**config.mk**
```make
export PLATFORM = sky130hd
export DESIGN_NAME = counter
export DESIGN_NICKNAME = d
export VERILOG_FILES = /design/src/rtl/counter.sv
export SDC_FILE = /design/constraint.sdc
export NUM_CORES = 1
export LEC_CHECK = 0
export BUFFER_PORTS_ARGS = -buffer_cell sky130_fd_sc_hd__buf_2
export CAP_MARGIN = 25
export CORE_ASPECT_RATIO = 1.5
export CORE_MARGIN = 5
export CORE_UTILIZATION = 57
export DETAILED_ROUTE_END_ITERATION = 10
export PLACE_DENSITY_LB_ADDON = 0.1
export REMOVE_ABC_BUFFERS = 1
export SLEW_MARGIN = 25
export SYNTH_ARGS = -nofsm -noshare
export SYNTH_HDL_FRONTEND = slang
export SYNTH_SLANG_ARGS = --single-unit
```
**constraint.sdc**
```tcl
create_clock -name clk -period 2.45 [get_ports clk]
set_clock_uncertainty 0.2 [all_clocks]
set_input_delay 0.735 -clock clk [delete_from_list [all_inputs] [get_ports clk]]
set_output_delay 0.735 -clock clk [all_outputs]
set_load 0.02 [all_outputs]
```
**src/rtl/counter.sv**
```systemverilog
// counter: anode-scan sequencer for a 4-digit common-anode 7-segment display.
// Ports:
//   AN_EN     - active-low anode enables, bit 3 = leftmost digit
//   clk       - system clock, rising edge
//   reset     - asynchronous active-low reset
//   digit_idx - index of the enabled digit, valid while blank=0
//   blank     - high during guard phases and during reset
module counter #(
  parameter int DIV = 1,
  parameter int PW  = 16
) (
  output logic [3:0] AN_EN,
  input  logic       clk,
  input  logic       reset,
  output logic [1:0] digit_idx,
  output logic       blank
);
  logic [PW-1:0] pre;
  logic [3:0]    cnt;
  logic [3:0]    nxt;
  logic [1:0]    d;
  logic          tick;
  logic          guard;
  assign tick  = pre == PW'(DIV - 1);
  assign nxt   = cnt + 4'd1;
  // Outputs decode the phase being entered so they align with cnt.
  assign guard = nxt[1:0] == 2'b00;
  // 3 - n[3:2] for a 2-bit value is its bitwise complement.
  assign d     = ~nxt[3:2];
  always_ff @(posedge clk or negedge reset) begin
    if (!reset) begin
      pre       <= '0;
      cnt       <= '0;
      AN_EN     <= 4'b1111;
      digit_idx <= '0;
      blank     <= 1'b1;
    end else begin
      pre <= tick ? '0 : pre + PW'(1);
      if (tick) begin
        cnt   <= nxt;
        AN_EN <= guard ? 4'b1111 : ~(4'b0001 << d);
        blank <= guard;
        if (!guard) digit_idx <= d;
      end
    end
  end
endmodule

```
== Yosys cells after proc, flatten, opt, wreduce, memory -nomap -nowiden ==
Index checks and enable logic that the tools add are counted.

* $add $sub $neg: 2
* Multiplexer cells: 2
* Reductions and logical operators: 3
* Shifts and indexed selects: 1
* Bitwise logic cells: 3

{| class="wikitable"
|+ Operators with widths
! operator !! number
|-
| adder 16 x 1 -> 16 bit (second input constant) || 1
|-
| logical NOT 16 bit || 1
|-
| 2-to-1 mux 16 bit || 1
|-
| adder 4 x 1 -> 4 bit (second input constant) || 1
|-
| 2-to-1 mux 4 bit || 1
|-
| NOT 4 bit || 1
|-
| << shifter 1 x 2 -> 4 bit (first input constant) || 1
|-
| logical NOT 2 bit || 1
|-
| NOT 2 bit || 1
|-
| AND reduction 2 bit || 1
|-
| NOT 1 bit || 1
|}

* Logic and storage cells: 16
* Register bits: 27
* Output and inout port bits: 7
* Bits of input ports: 2

== Logic depth before layout (Yosys ltp) ==
Gate-level depths: netlist (run 1).

* Word-level depth: 5
* Depth in mapped cells: 8
* Mapped depth without buffers: 6

== Worst setup path before layout (run 1) ==
No wires, ideal clock.

* Path type: register to register
* Start point: reg pre[0]
* End point: reg digit_idx[1]
* Setup slack: 0.678 ns
* Setup time: 0.125 ns
* Clock period less this slack: 1.772 ns
* Buffers on the path: 0
* Cell stages (with the launch flop): 7
* Data arrival time: 1.447 ns
* Data required time: 2.125 ns
* Cell sequence: dfrtp_1 -> inv_1 -> ha_1 -> nor4b_2 -> nand4_1 -> or2_1 -> mux2_4

* Longest elaborated chain between the ends: 2

{| class="wikitable"
|+ Ends and longest elaborated chain
! item !! RTL line !! text
|-
| start: declaration || 18 || <nowiki>logic [PW-1:0] pre;</nowiki>
|-
| start signal: assignment || 38 || <nowiki>pre <= tick ? '0 : pre + PW'(1);</nowiki>
|-
| logical NOT 16 bit || 24 || <nowiki>assign tick = pre == PW'(DIV - 1);</nowiki>
|-
| AND reduction 2 bit (no line) || - ||
|-
| end signal: assignment || 35 || <nowiki>digit_idx <= '0;</nowiki>
|-
| end signal: assignment || 43 || <nowiki>if (!guard) digit_idx <= d;</nowiki>
|-
| end: declaration || 15 || <nowiki>output logic [1:0] digit_idx,</nowiki>
|}

Every way passes these cells.
A chain may end at the register's enable or synchronous reset.

== Worst setup path after layout (run 1) ==
* Start point: reg blank
* End point: out blank

{| class="wikitable"
|+ RTL lines
! item !! RTL line !! text
|-
| start: declaration || 16 || <nowiki>output logic blank</nowiki>
|-
| start signal: assignment || 42 || <nowiki>blank <= guard;</nowiki>
|}

No word-level cell between the ends.

==> out/metrics.yaml, run 1 <==
layout.cells.non_filler: 141
grt_setup_unrepaired: "no"
fp.dieArea_mm2: 0.00319
drc: 0
min_period_ns: 1.96
hold_viol: 0
routed_wirelength_um: 2060
initial_core_util_pct: 59.6
numPortBuffers: 8
worst_pin_slew_ns: 0.579
path_class: "reg2out"
cts.path.max_buffers: 2
layout_setup_ws_ns: 0.492
via_per_inst: 5.65
syn-cell-area_mm2: 0.00122
cp_cell_sequence: "buf_2"
clk_pin_slew_ns: 0.13
area_growth_pct: 6.95
final_cell_mix: "dfrtp_1 (22), nor2_1 (12), xnor2_1 (10), xor2_1 (9)"
grt_pass1_wl_um: 3790
startpoint_type: "flop"
coreArea_mm2: 0.00205
crit_slowest_cell: "dfstp_2"
netlist_instances: 109
die_h_um: 66.7
cts_setup_buffers: 0
slowest_delay_ns: 0.55
ir_drop_v: 0.000333
critical_path_arrival_ns: 1.02
cp_num_buf_inv: 1
fin_crit_sh_pct: 79.9
ant_nets: 0
setup-tns-final_ns: 0
fp-row-count: 20
die_w_um: 47.8
drive_gt1_share_pct: 18.5
hold_path.class: "in2async"
cts_tree: "built"
grt_overflow: 0
dp_hpwl_um: 1560
cp_max_fo: 2
grt_pass1_vias: 895
avgSynthCellArea_um2: 11.2
via_count: 797
place_congestion: 0.773
ys_types: 29
insertion_delay_ns: 0.32
finalSetupViolCount: 0
critPathRequiredTime_ns: 1.51
cts_sinks: 27
leakage_uw: 0.000612
cp_top_family: "flip-flops"
status: "completed"
dr.pass1.iters: 4
place_area_mm2: 0.00128
p_per_area_mw_per_mm2: 488
place_inst: 137
slew_viol_final: 0
antennaDiodeCount: 0
synth-seq-cells: 27
pin_count: 9
cts-root-buf: "clkbuf_4"
grt_max_degree: 28
wl_per_cell_um: 14.6
max_freq_ghz: 0.511
cts_made_buffers: 3
place_ws_ns: 0.537
cap_violations: 0
htreeDepth: 1
ctsResizeCount: 0
yosysWarnings: 0
final_common_cell: "dfrtp_1"
nets: 125
grt.total_usage_pct: 16.5
drt_iter0_drc: 12
final_cell_area_mm2: 0.00131
hold_slack_ns: 0.191
cp-end-kind: "primary output"
slew_headroom_pct: 61.4
postCtsHoldBufs: 0
ys_seq_area_share_pct: 55.7
antenna_found_initial: 0
-- cells in the mapped netlist, drive strengths merged --
cell   instances  area, µm²
dfrtp         22        551
nor2          12       45.0
xnor2         10       87.6
xor2           9       78.8
nand2          8       30.0
nand3          6       30.0
and3           5       31.3
dfstp          5        131
nor3           4       25.0
buf            3       16.3
ha             3       37.5
inv            3       11.3
nor4           3       25.0
o21ai          3       15.0
a31oi          2       12.5
mux2           2       26.3
nor2b          2       12.5
nor4b          2       23.8
a21oi          1       5.00
and4           1       8.76
nand4          1       6.26
nor3b          1       7.51
or2            1       6.26
-- metal layers --
layer	vias to the layer above	GRT usage (%)	share of wire, %
li1	388	-	-
met1	387	17.5	40
met2	16	29.1	54
met3	6	3.24	3.8
met4	0	7.74	2.3
met5	-	0	0
-- path summary, 6_finish.rpt --
path	startpoint	end	slack, ns	depth (start not counted)
max	blank	blank	0.49	1
max reg2reg	pre[0]	digit_idx[1]	0.53	6
min	reset	cnt[2]	0.19	1
max in group asynchronous	reset	pre[1]	1.48	1
min reg2reg	pre[15]	pre[15]	0.28	1
min in group clk	pre[15]	pre[15]	0.28	1
-- cells by family (layout without fill, tap and decap cells) --
group                      count (synthesis)  after routing  share of synthesized area, %
muxes                                      2              2                          2.15
adders and majority gates                  3              3                          3.07
and+or+nand+nor                           46             46                          20.6
xor gates and xnor gates                  19             19                          13.6
DFF                                       27             27                          55.7
AOI/OAI and AO/OA                          6              6                          2.66
buffers and inverters                      6             16                          2.25
-- per-stage QoR --
step                      total power (µW)  utilization, %
final                                  639            63.8
after global routing                   673            63.8
after CTS                              647            63.8
after detailed placement               463            62.5
after global placement                 463            62.5
after floorplan                        454               -
-- area by class of cell --
cell class / count / area [µm²]
tap: 22 / 27.5
clock buffer: 4 / 26.3
multi-input combinational: 76 / 514
sequential: 27 / 682
inverter: 3 / 11.3
timing repair buffer: 9 / 47.5
fill: 166 / 743
-- flip-flops by register name, summed over array words and instances, names as in the netlist --
signal,count
pre,16
blank,1
cnt,4
AN_EN,4
digit_idx,2
-- report_power, final --
group	total, µW	switching [µW]	internal [µW]
clock network	184	120	63.7
logic	8.57	7.99	0.570
registers	446	0	446
Power figures use the tool's default switching activity.
==> run 2, diff against run 1 <==
--- a/config.mk
+++ b/config.mk
@@ -9,7 +9,7 @@
 export CAP_MARGIN = 25
 export CORE_ASPECT_RATIO = 1.5
 export CORE_MARGIN = 5
-export CORE_UTILIZATION = 57
+export CORE_UTILIZATION = 52
 export DETAILED_ROUTE_END_ITERATION = 10
 export PLACE_DENSITY_LB_ADDON = 0.1
 export REMOVE_ABC_BUFFERS = 1
==> constraint.sdc (replaced) <==
create_clock -name clk -period 1.8 [get_ports clk]
set_clock_uncertainty 0.2 [all_clocks]
set_input_delay 0.54 -clock clk [delete_from_list [all_inputs] [get_ports clk]]
set_output_delay 0.54 -clock clk [all_outputs]
set_load 0.02 [all_outputs]
==> out/metrics.yaml, run 2 (synthesis results as in run 1) <==
status: "completed"
die_w_um: 49.6  # +3.7%
via_per_inst: 5.37  # -5.0%
p_per_area_mw_per_mm2: 612  # +25%
insertion_delay_ns: 0.31  # about the same
cap_violations: 0  # unchanged
numPortBuffers: 8  # unchanged
die_h_um: 69.4  # +4.0%
path_class: "reg2reg"
min_period_ns: 1.77
coreArea_mm2: 0.00223  # +8.8%
cp-end-kind: "flop"
critical_path_arrival_ns: 1.78  # +0.76 ns
fin_crit_sh_pct: 98.1
antenna_found_initial: 0  # unchanged
p_switching_uw: 175  # +36%
cts_sinks: 27  # unchanged
startpoint_type: "flop"
top_register: "pre"
ir_drop_v: 0.000465  # +40%
grt_setup_unrepaired: "yes"
power_frac_clock_pct: 28.8  # about the same
slowest_delay_ns: 0.40  # -0.15 ns
layout.cells.non_filler: 152  # +7.8%
grt_pass1_wl_um: 3680  # -2.9%
clk_pin_slew_ns: 0.13  # about the same
final_common_cell: "dfrtp_1"
grt_overflow: 0  # unchanged
max_freq_ghz: 0.566
fp.dieArea_mm2: 0.00344  # +7.9%
grt.total_usage_pct: 13.5  # -3.0 points
drc: 0  # unchanged
drt_iter0_drc: 22  # +10
place_congestion: 0.757  # -2.1%
postCtsHoldBufs: 0  # unchanged
ant_nets: 0  # unchanged
cp_top_family: "simple AND/OR/NAND/NOR gates"
leakage_uw: 0.000682  # +11%
slew_viol_final: 0  # unchanged
cp_max_fo: 2  # unchanged
cp_cell_sequence: "inv_1, ha_1, nor4b_2, nand4_1, or2_1, mux2_4"
p_int_uw: 695  # +36%
reg_top3: "pre x16, AN_EN x4, cnt x4"
grt_max_degree: 28  # unchanged
dp_hpwl_um: 1540  # -1.3%
htreeDepth: 1  # unchanged
final_cell_mix: "dfrtp_1 (22), buf_4 (14), nor2_1 (12), xnor2_1 (10), xor2_1 (9)"
cts_tree: "built"
finalSetupViolCount: 0  # unchanged
cp_num_buf_inv: 1  # unchanged
dr.pass1.iters: 4  # unchanged
layout_setup_ws_ns: 0.0338  # -0.458 ns
via_count: 816  # +2.4%
place_ws_ns: -0.0436  # -0.581 ns
wl_per_cell_um: 13.5  # -7.8%
hold_viol: 0  # unchanged
crit_slowest_cell: "dfrtp_1"
largest_reg_flops: 16  # unchanged
cts-root-buf: "clkbuf_4"
fp-row-count: 21  # +5.0%
place_inst: 147  # +7.3%
fin_util_pct: 63.6  # -0.14 points
critPathRequiredTime_ns: 1.82  # +0.31 ns
antennaDiodeCount: 0  # unchanged
swShare_pct: 20.1  # about the same
seqPwrFrac_pct: 69.9  # about the same
pin_count: 9  # unchanged
worst_pin_slew_ns: 0.581  # +0.00239 ns
cts.path.max_buffers: 2  # unchanged
initial_core_util_pct: 54.8  # -4.8 points
drive_gt1_share_pct: 27.9  # +9.4 points
cts_made_buffers: 3  # unchanged
grt_pass1_vias: 857  # -4.2%
area_growth_pct: 16.2
routed_wirelength_um: 2050  # -0.58%
slew_headroom_pct: 61.3  # -0.16 points
hold_path.class: "in2async"
nets: 135  # +8.0%
pwr-share-comb_pct: 1.4  # about the same
run 2: cell types whose count changed in the layout (fill, tap and decap cells not counted), sizes merged:
cell | before | now
buf | 9 | 19
run 2: final cells by class:
| class | instances | area [µm²] |
|---|---|---|
| Clock buffer | 4 | 26.3 |
| Fill cell | 197 | 812 |
| Inverter | 3 | 11.3 |
| Multi-Input combinational cell | 76 | 543 |
| Sequential cell | 27 | 682 |
| Tap cell | 23 | 28.8 |
| Timing Repair Buffer | 19 | 130 |
run 2: layer usage:
| layer | vias up | part of all wire [%] | track usage, % |
|---|---|---|---|
| met2 | 10 | 55 | 23.5 |
| li1 | 407 | - | - |
| met5 | - | 0 | 0 |
| met1 | 397 | 40 | 15.3 |
| met3 | 2 | 3.4 | 1.94 |
| met4 | 0 | 1.1 | 7.00 |
run 2: power groups by stage:
stage	clock network (µW)	logic, µW	registers [µW]
floorplan	0	0.000221	618
global placement	0	12.2	618
detailed placement	0	12.7	618
CTS	266	12.7	607
global route	289	14.6	608
finish	250	11.7	607
run 2: final timing paths:
check / to / cells after the start / startpoint / slack, ns
min in group clk: pre[15] / 1 / pre[15] / 0.28
max in group asynchronous: cnt[1] / 1 / reset / 1.02
hold reg to reg: pre[15] / 1 / pre[15] / 0.28
setup reg to reg: digit_idx[1] / 6 / pre[0] / 0.03
hold / removal: cnt[2] / 1 / reset / 0.005
setup / recovery: digit_idx[1] / 6 / pre[0] / 0.03
run 2: per-stage QoR:
stage / total power, µW / hold slack, ns / TNS [ns] / cell area (µm²)
floorplan: 618 / 0.0444 / -0.0887 / 1210
detailed placement: 631 / 0.267 / -0.0833 / 1350
global route: 911 / 0.0357 / -0.115 / 1420
global placement: 630 / 0.263 / 0 / 1350
CTS: 886 / 0.00905 / 0 / 1390
finish: 869 / 0.00528 / 0 / 1420
run 2: worst register-to-register path, stage by stage (launching register included):
cell     delay [ns]
dfrtp_1        0.40
inv_1          0.06
ha_1           0.14
nor4b_2        0.18
nand4_1        0.13
or2_1          0.25
mux2_4         0.30
run 2: repair_timing:
item | in CTS | in global routing
pin swaps | 1 | 0
setup buffers | 0 | 1
setup endpoints to repair | 4 | 10
resized for setup | 2 | 6
